### src/rtl/regfile_pkg.sv
// Shared types and defaults for the multi-port register file and its users in decode.
package regfile_pkg;

  localparam int RF_XLEN  = 32;
  localparam int RF_NREGS = 32;
  localparam int RF_NRD   = 2;

  typedef enum logic {
    RF_CLEAR = 1'b0,
    RF_RUN   = 1'b1
  } rf_state_t;

  function automatic int rf_aw(input int nregs);
    return (nregs > 1) ? $clog2(nregs) : 1;
  endfunction

endpackage

### src/rtl/regfile_sb.sv
// Pending-write scoreboard: one busy bit per register, set-wins priority, registered lookups.
module regfile_sb
  import regfile_pkg::*;
#(
  parameter int NREGS = RF_NREGS,
  parameter int NRD   = RF_NRD,
  parameter int AW    = rf_aw(NREGS)
) (
  input  logic              clk,
  input  logic              rst_n,
  input  logic              i_hold,
  input  logic              i_set_en,
  input  logic [AW-1:0]     i_set_idx,
  input  logic              i_clr_en,
  input  logic [AW-1:0]     i_clr_idx,
  input  logic [NRD*AW-1:0] i_rs,
  output logic [NRD-1:0]    o_busy
);

  logic [NREGS-1:0] r_busy;
  logic [NREGS-1:0] w_busy_nx;

  // Set is applied after clear so a new producer supersedes the retiring one.
  always_comb begin
    w_busy_nx = r_busy;
    if (i_clr_en) w_busy_nx[i_clr_idx] = 1'b0;
    if (i_set_en) w_busy_nx[i_set_idx] = 1'b1;
    w_busy_nx[0] = 1'b0;
  end

  always_ff @(posedge clk) begin
    if (!rst_n) begin
      r_busy <= '0;
      o_busy <= '0;
    end else begin
      r_busy <= w_busy_nx;
      for (int i = 0; i < NRD; i++) begin
        o_busy[i] <= i_hold ? 1'b0 : w_busy_nx[i_rs[i*AW +: AW]];
      end
    end
  end

endmodule

### src/rtl/regfile_mp.sv
// Parametrised multi-read-port register file with write-first bypass, post-reset clear walk
// and a pending-write scoreboard for decode RAW interlocks.
module regfile_mp
  import regfile_pkg::*;
#(
  parameter int XLEN  = RF_XLEN,
  parameter int NREGS = RF_NREGS,
  parameter int NRD   = RF_NRD,
  localparam int AW   = rf_aw(NREGS)
) (
  input  logic                clk,
  input  logic                rst_n,
  input  logic                WB,
  input  logic                reg_s_enable,
  input  logic [AW-1:0]       Rd,
  input  logic [XLEN-1:0]     reg_s,
  input  logic [NRD*AW-1:0]   rs,
  output logic [NRD*XLEN-1:0] S,
  output logic [NRD-1:0]      rs_busy,
  input  logic                issue_en,
  input  logic [AW-1:0]       issue_rd,
  output logic                ready,
  output rf_state_t           o_dbg_state
);

  rf_state_t       r_state;
  rf_state_t       w_state_nx;
  logic [AW-1:0]   r_cnt;
  logic [AW-1:0]   w_cnt_nx;
  logic            w_we;
  logic            w_issue;
  logic [XLEN-1:0] r_regs [NREGS];
  logic [XLEN-1:0] w_rd   [NRD];

  // Handshake: no back-pressure; a write or issue is taken on any edge where it is
  // presented with ready=1, and is silently lost otherwise.
  assign ready       = (r_state == RF_RUN);
  assign o_dbg_state = r_state;
  assign w_we        = WB & reg_s_enable & ready & (Rd != '0);
  assign w_issue     = issue_en & ready & (issue_rd != '0);

  always_comb begin
    w_state_nx = r_state;
    w_cnt_nx   = r_cnt;
    case (r_state)
      RF_CLEAR: begin
        w_cnt_nx = r_cnt + 1'b1;
        if (r_cnt == AW'(NREGS - 1)) w_state_nx = RF_RUN;
      end
      RF_RUN:   w_state_nx = RF_RUN;
      default:  w_state_nx = RF_CLEAR;
    endcase
  end

  always_ff @(posedge clk) begin
    if (!rst_n) begin
      r_state <= RF_CLEAR;
      r_cnt   <= '0;
    end else begin
      r_state <= w_state_nx;
      r_cnt   <= w_cnt_nx;
    end
  end

  // Storage has no reset of its own; the walk zeroes it one entry per edge.
  always_ff @(posedge clk) begin
    if (rst_n) begin
      if (r_state == RF_CLEAR) r_regs[r_cnt] <= '0;
      else if (w_we)           r_regs[Rd]    <= reg_s;
    end
  end

  always_comb begin
    for (int i = 0; i < NRD; i++) begin
      w_rd[i] = '0;
      if (rs[i*AW +: AW] != '0) begin
        w_rd[i] = (w_we && (Rd == rs[i*AW +: AW])) ? reg_s : r_regs[rs[i*AW +: AW]];
      end
    end
  end

  always_ff @(posedge clk) begin
    if (!rst_n || (r_state == RF_CLEAR)) begin
      S <= '0;
    end else begin
      for (int i = 0; i < NRD; i++) begin
        S[i*XLEN +: XLEN] <= w_rd[i];
      end
    end
  end

  regfile_sb #(
    .NREGS (NREGS),
    .NRD   (NRD),
    .AW    (AW)
  ) u_sb (
    .clk       (clk),
    .rst_n     (rst_n),
    .i_hold    (~ready),
    .i_set_en  (w_issue),
    .i_set_idx (issue_rd),
    .i_clr_en  (w_we),
    .i_clr_idx (Rd),
    .i_rs      (rs),
    .o_busy    (rs_busy)
  );

endmodule
### config.mk
export PLATFORM = sky130hd
export DESIGN_NAME = regfile_mp
export DESIGN_NICKNAME = d
export VERILOG_FILES = /design/src/rtl/regfile_pkg.sv /design/src/rtl/regfile_sb.sv /design/src/rtl/regfile_mp.sv
export SDC_FILE = /design/constraint.sdc
export NUM_CORES = 2
export LEC_CHECK = 0
export CORE_AREA = 2 2 389 391
export CTS_CLUSTER_SIZE = 40
export DETAILED_ROUTE_END_ITERATION = 8
export DIE_AREA = 0 0 391 393
export MAX_ROUTING_LAYER = met4
export PLACE_DENSITY = 0.55
export SETUP_SLACK_MARGIN = 0.15
export SYNTH_ARGS = -nofsm -noshare
export SYNTH_HDL_FRONTEND = slang
export SYNTH_SLANG_ARGS = --single-unit
export TNS_END_PERCENT = 20
### constraint.sdc
create_clock -name clk -period 3.5 [get_ports clk]
set_input_delay 0.525 -clock clk [delete_from_list [all_inputs] [get_ports clk]]
set_output_delay 0.525 -clock clk [all_outputs]
set_load 0.02 [all_outputs]
==> summary.txt <==
Status
  • Status: finished, final reports clean

Clock network
  • Clock Path Buffers: 3
  • Post-CTS resize count: 0
  • CTS Root Cell: clkbuf_16
  • CTS tree: built
  • Worst skew pair latency: between 0.7 and 0.8 ns
  • Worst-path clk slew: 0.06 ns
  • Num Clock Sinks: 1,127
  • CTS H-tree lvls: 3
  • Post-CTS Setup Bufs: 0
  • Hold_buf cts: 0
  • Num CTS Buffers: about 120

Timing
  • Max_slew headroom: 13.8%
  • RSZ-0062 raised after global routing: false
  • Final Hold Viols: 0
  • Slew @ Worst Pin: ~1.3 ns
  • Period utilization: 81.7%
  • # setup viols final: 0
  • Final Slew Violations: 0
  • Fmax: roughly 350 MHz
  • Worst hold slack: 0.291 ns
  • Tmin final: ~2.9 ns
  • Final setup TNS: 0 ns
  • Post-Route Skew: 0.0521 ns

Synthesis
  • Seq cells post-synth: around 1,100
  • Asr flop ratio synth: 0%
  • Synth cell count leaders: edfxtp_1, mux4_2, mux2i_1
  • Synth Warn #: 0
  • Unique cell type count in the Yosys netlist: 74
  • Synth area leader: edfxtp_1
  • Gate Count Post-Synth: ~2,700
  • Largest cells by area after synthesis: edfxtp_1, mux4_2, dfxtp_1, mux2i_1, a22oi_1
  • Seq/Total Area, Yosys: 63.1%
  • Syn avg cell area: 19.2 um2
  • EDFF count, synth: 1,024
  • Mapped Area: between 50,000 and 60,000 um2
  • Ys flop type: edfxtp_1
  • Syn nets: between 2,000 and 3,000
  • Post-synth top area share: roughly 60%
  • Most numerous cell in the Yosys netlist: edfxtp_1

GRT
  • M3 GR Usage: under 10%
  • Initial antenna violation count: 9
  • Vias in the first global route: roughly 31,000
  • GRT Max-Usage Layer: met2
  • GR Util All Layers: 22.3%
  • Largest net degree at the start of global routing: 71
  • Global Route met1 Usage: 31.1%
  • GR Layer Usage met2: around a third
  • Global-route wire length before repair: 236,000 um
  • Grt ovf: 0

Die
  • Core footprint: ~150,000 um2
  • Top Ports: about 130
  • Die height: a little under 400 um
  • Starting density of the core: between 30% and 40%
  • Die Span X: about 390 um
  • Row count: 142
  • Die Area: roughly 150,000 um2

Detailed routing
  • Via-to-Cell Ratio: roughly 6
  • Number of detailed-route iterations in the first pass: 6
  • ANT nets after route: 0
  • Drt total wl: about 170,000 um
  • DR vias: about 30,000
  • Avg WL per Cell: about 33 um
  • Residual DRC: 0
  • Initial drt markers: 3,849

Power and ir drop
  • P_sw: between 6 and 7 mW
  • Comb pwr share: 6.7%
  • Cell Int Power: ~23 mW
  • VDD IR-drop max: about 0.00037 V
  • Sw frac: between 20 and 25%
  • Clk pwr share: a little over two fifths
  • Sequential share of power: between 40% and 50%
  • Leak: 18.1 nW
  • Design Power: 29.3 mW
  • Power Density: 469 nW/um2

Worst setup path
  • Worst EP arrival: roughly 3.3 ns
  • Slowest-stage cell, CP: or4_4
  • Critical path peak fanout: 15
  • Critical Path End Type: flip-flop
  • Worst-path cell chain: clkdlybuf4s50_1, or4_4, o21ai_2, buf_4, a31o_2, nand2_1, nor2_4, buf_12
  • Crit path launch type: input port
  • CP peak stage delay: ~0.58 ns
  • Critical path class: input port to flip-flop
  • Crit path required time: slightly below 4 ns

Place
  • Buffers on Ports: 124
  • Gpl congestion: 0.859
  • Post-DP HPWL: roughly 110,000 um

Job
  • MaxCap Viol Count: 0

Final layout
  • Share of cells above drive strength 1: between 30% and 40%
  • FILL cells: between 10,000 and 15,000
  • Area Growth Syn to Fin: 20.0%
  • Layout Nets: between 3,000 and 4,000

Hold path
  • Min-delay worst type: input port to flip-flop
-- per-stage QoR --
step | std cells | area [um2] | util, % | worst slack [ns]
finish | 5044 | 62400 | 41.8 | 0.642
floorplan | 2703 | 52000 | - | -0.267
CTS | 5040 | 62400 | 41.8 | 0.718
global placement | 4815 | 58400 | 39.2 | -0.00187
detailed placement | 4815 | 58400 | 39.2 | -0.0570
global route | 5042 | 62400 | 41.8 | 0.504
-- state kept, by name, summed over array words and instances, names as in the netlist --
name,cells
S,64
o_dbg_state,1
r_cnt,5
r_regs,1024
u_sb.o_busy,2
u_sb.r_busy,31
-- logic make-up (layout without fill, tap and decap cells) --
family	count (synthesis)	count (layout)	share of synthesized area (%)
buf+inv	222	615	1.77
fa+ha+maj	2	2	0.0481
flops	1127	1127	63.1
xor+xnor	9	9	0.152
simple gates	369	369	3.73
mux	731	731	28.1
compound gates	243	243	3.14
other cells	0	4	0
-- cell usage in the layout, fill, tap and decap left out, types with 26 or more instances in the layout --
cell,count
edfxtp_1,1024
mux4_2,581
mux2i_1,150
buf_4,140
clkbuf_16,119
clkdlybuf4s50_1,118
buf_12,115
dfxtp_1,103
nand2_1,90
o21ai_0,87
a22oi_1,65
and2_1,57
nand3_1,50
nor2_1,49
nor2_4,34
clkinv_1,31
clkbuf_1,26
-- metal layers --
| layer | share of wire (%) | vias to the layer above | wire, um |
|---|---|---|---|
| met5 | 0 | - | 0 |
| met4 | 2.6 | 0 | 4260 |
| met3 | 8.4 | 246 | 14000 |
| met2 | 47 | 1570 | 77500 |
| met1 | 42 | 16457 | 70500 |
| li1 | - | 12123 | - |
-- worst paths after layout --
kind,startpoint,endpoint,slack [ns],cells past startpoint
hold reg to reg,u_sb.r_busy[16],u_sb.r_busy[16],0.52,2
setup reg to reg,o_dbg_state,S[57],0.74,9
hold / removal,rs[8],u_sb.o_busy[1],0.29,3
setup / recovery,Rd[1],r_regs[6][16],0.64,8
-- critical path: cells and delay by family --
family                 cells  cell delay [ns]
AND/OR/NAND/NOR            3             1.16
buffers and inverters      3             0.84
AO/OA/AOI/OAI              2             0.72
-- power groups by stage --
stage | combinational (mW) | clock [mW] | sequential, mW
after global placement | 1.96 | 0 | 14.9
after global routing | 2.04 | 13.5 | 14.6
after detailed placement | 1.96 | 0 | 14.9
after floorplan | 1.14 | 0 | 14.9
final | 1.95 | 12.7 | 14.6
after CTS | 1.96 | 13.0 | 14.6
-- final cells by class --
class | instances | area, um2 | share of cell area (%)
inverter | 12 | 50.0 | 0.0802
tap | 1944 | 2430 | 3.90
sequential | 1127 | 32800 | 52.6
multi-input combinational | 1354 | 18500 | 29.7
clock buffer | 157 | 3240 | 5.19
clock inverter | 68 | 697 | 1.12
timing repair buffer | 378 | 4610 | 7.39
antenna | 4 | 10.0 | 0.0160
No activity file was read; power rests on OpenSTA's default activity.
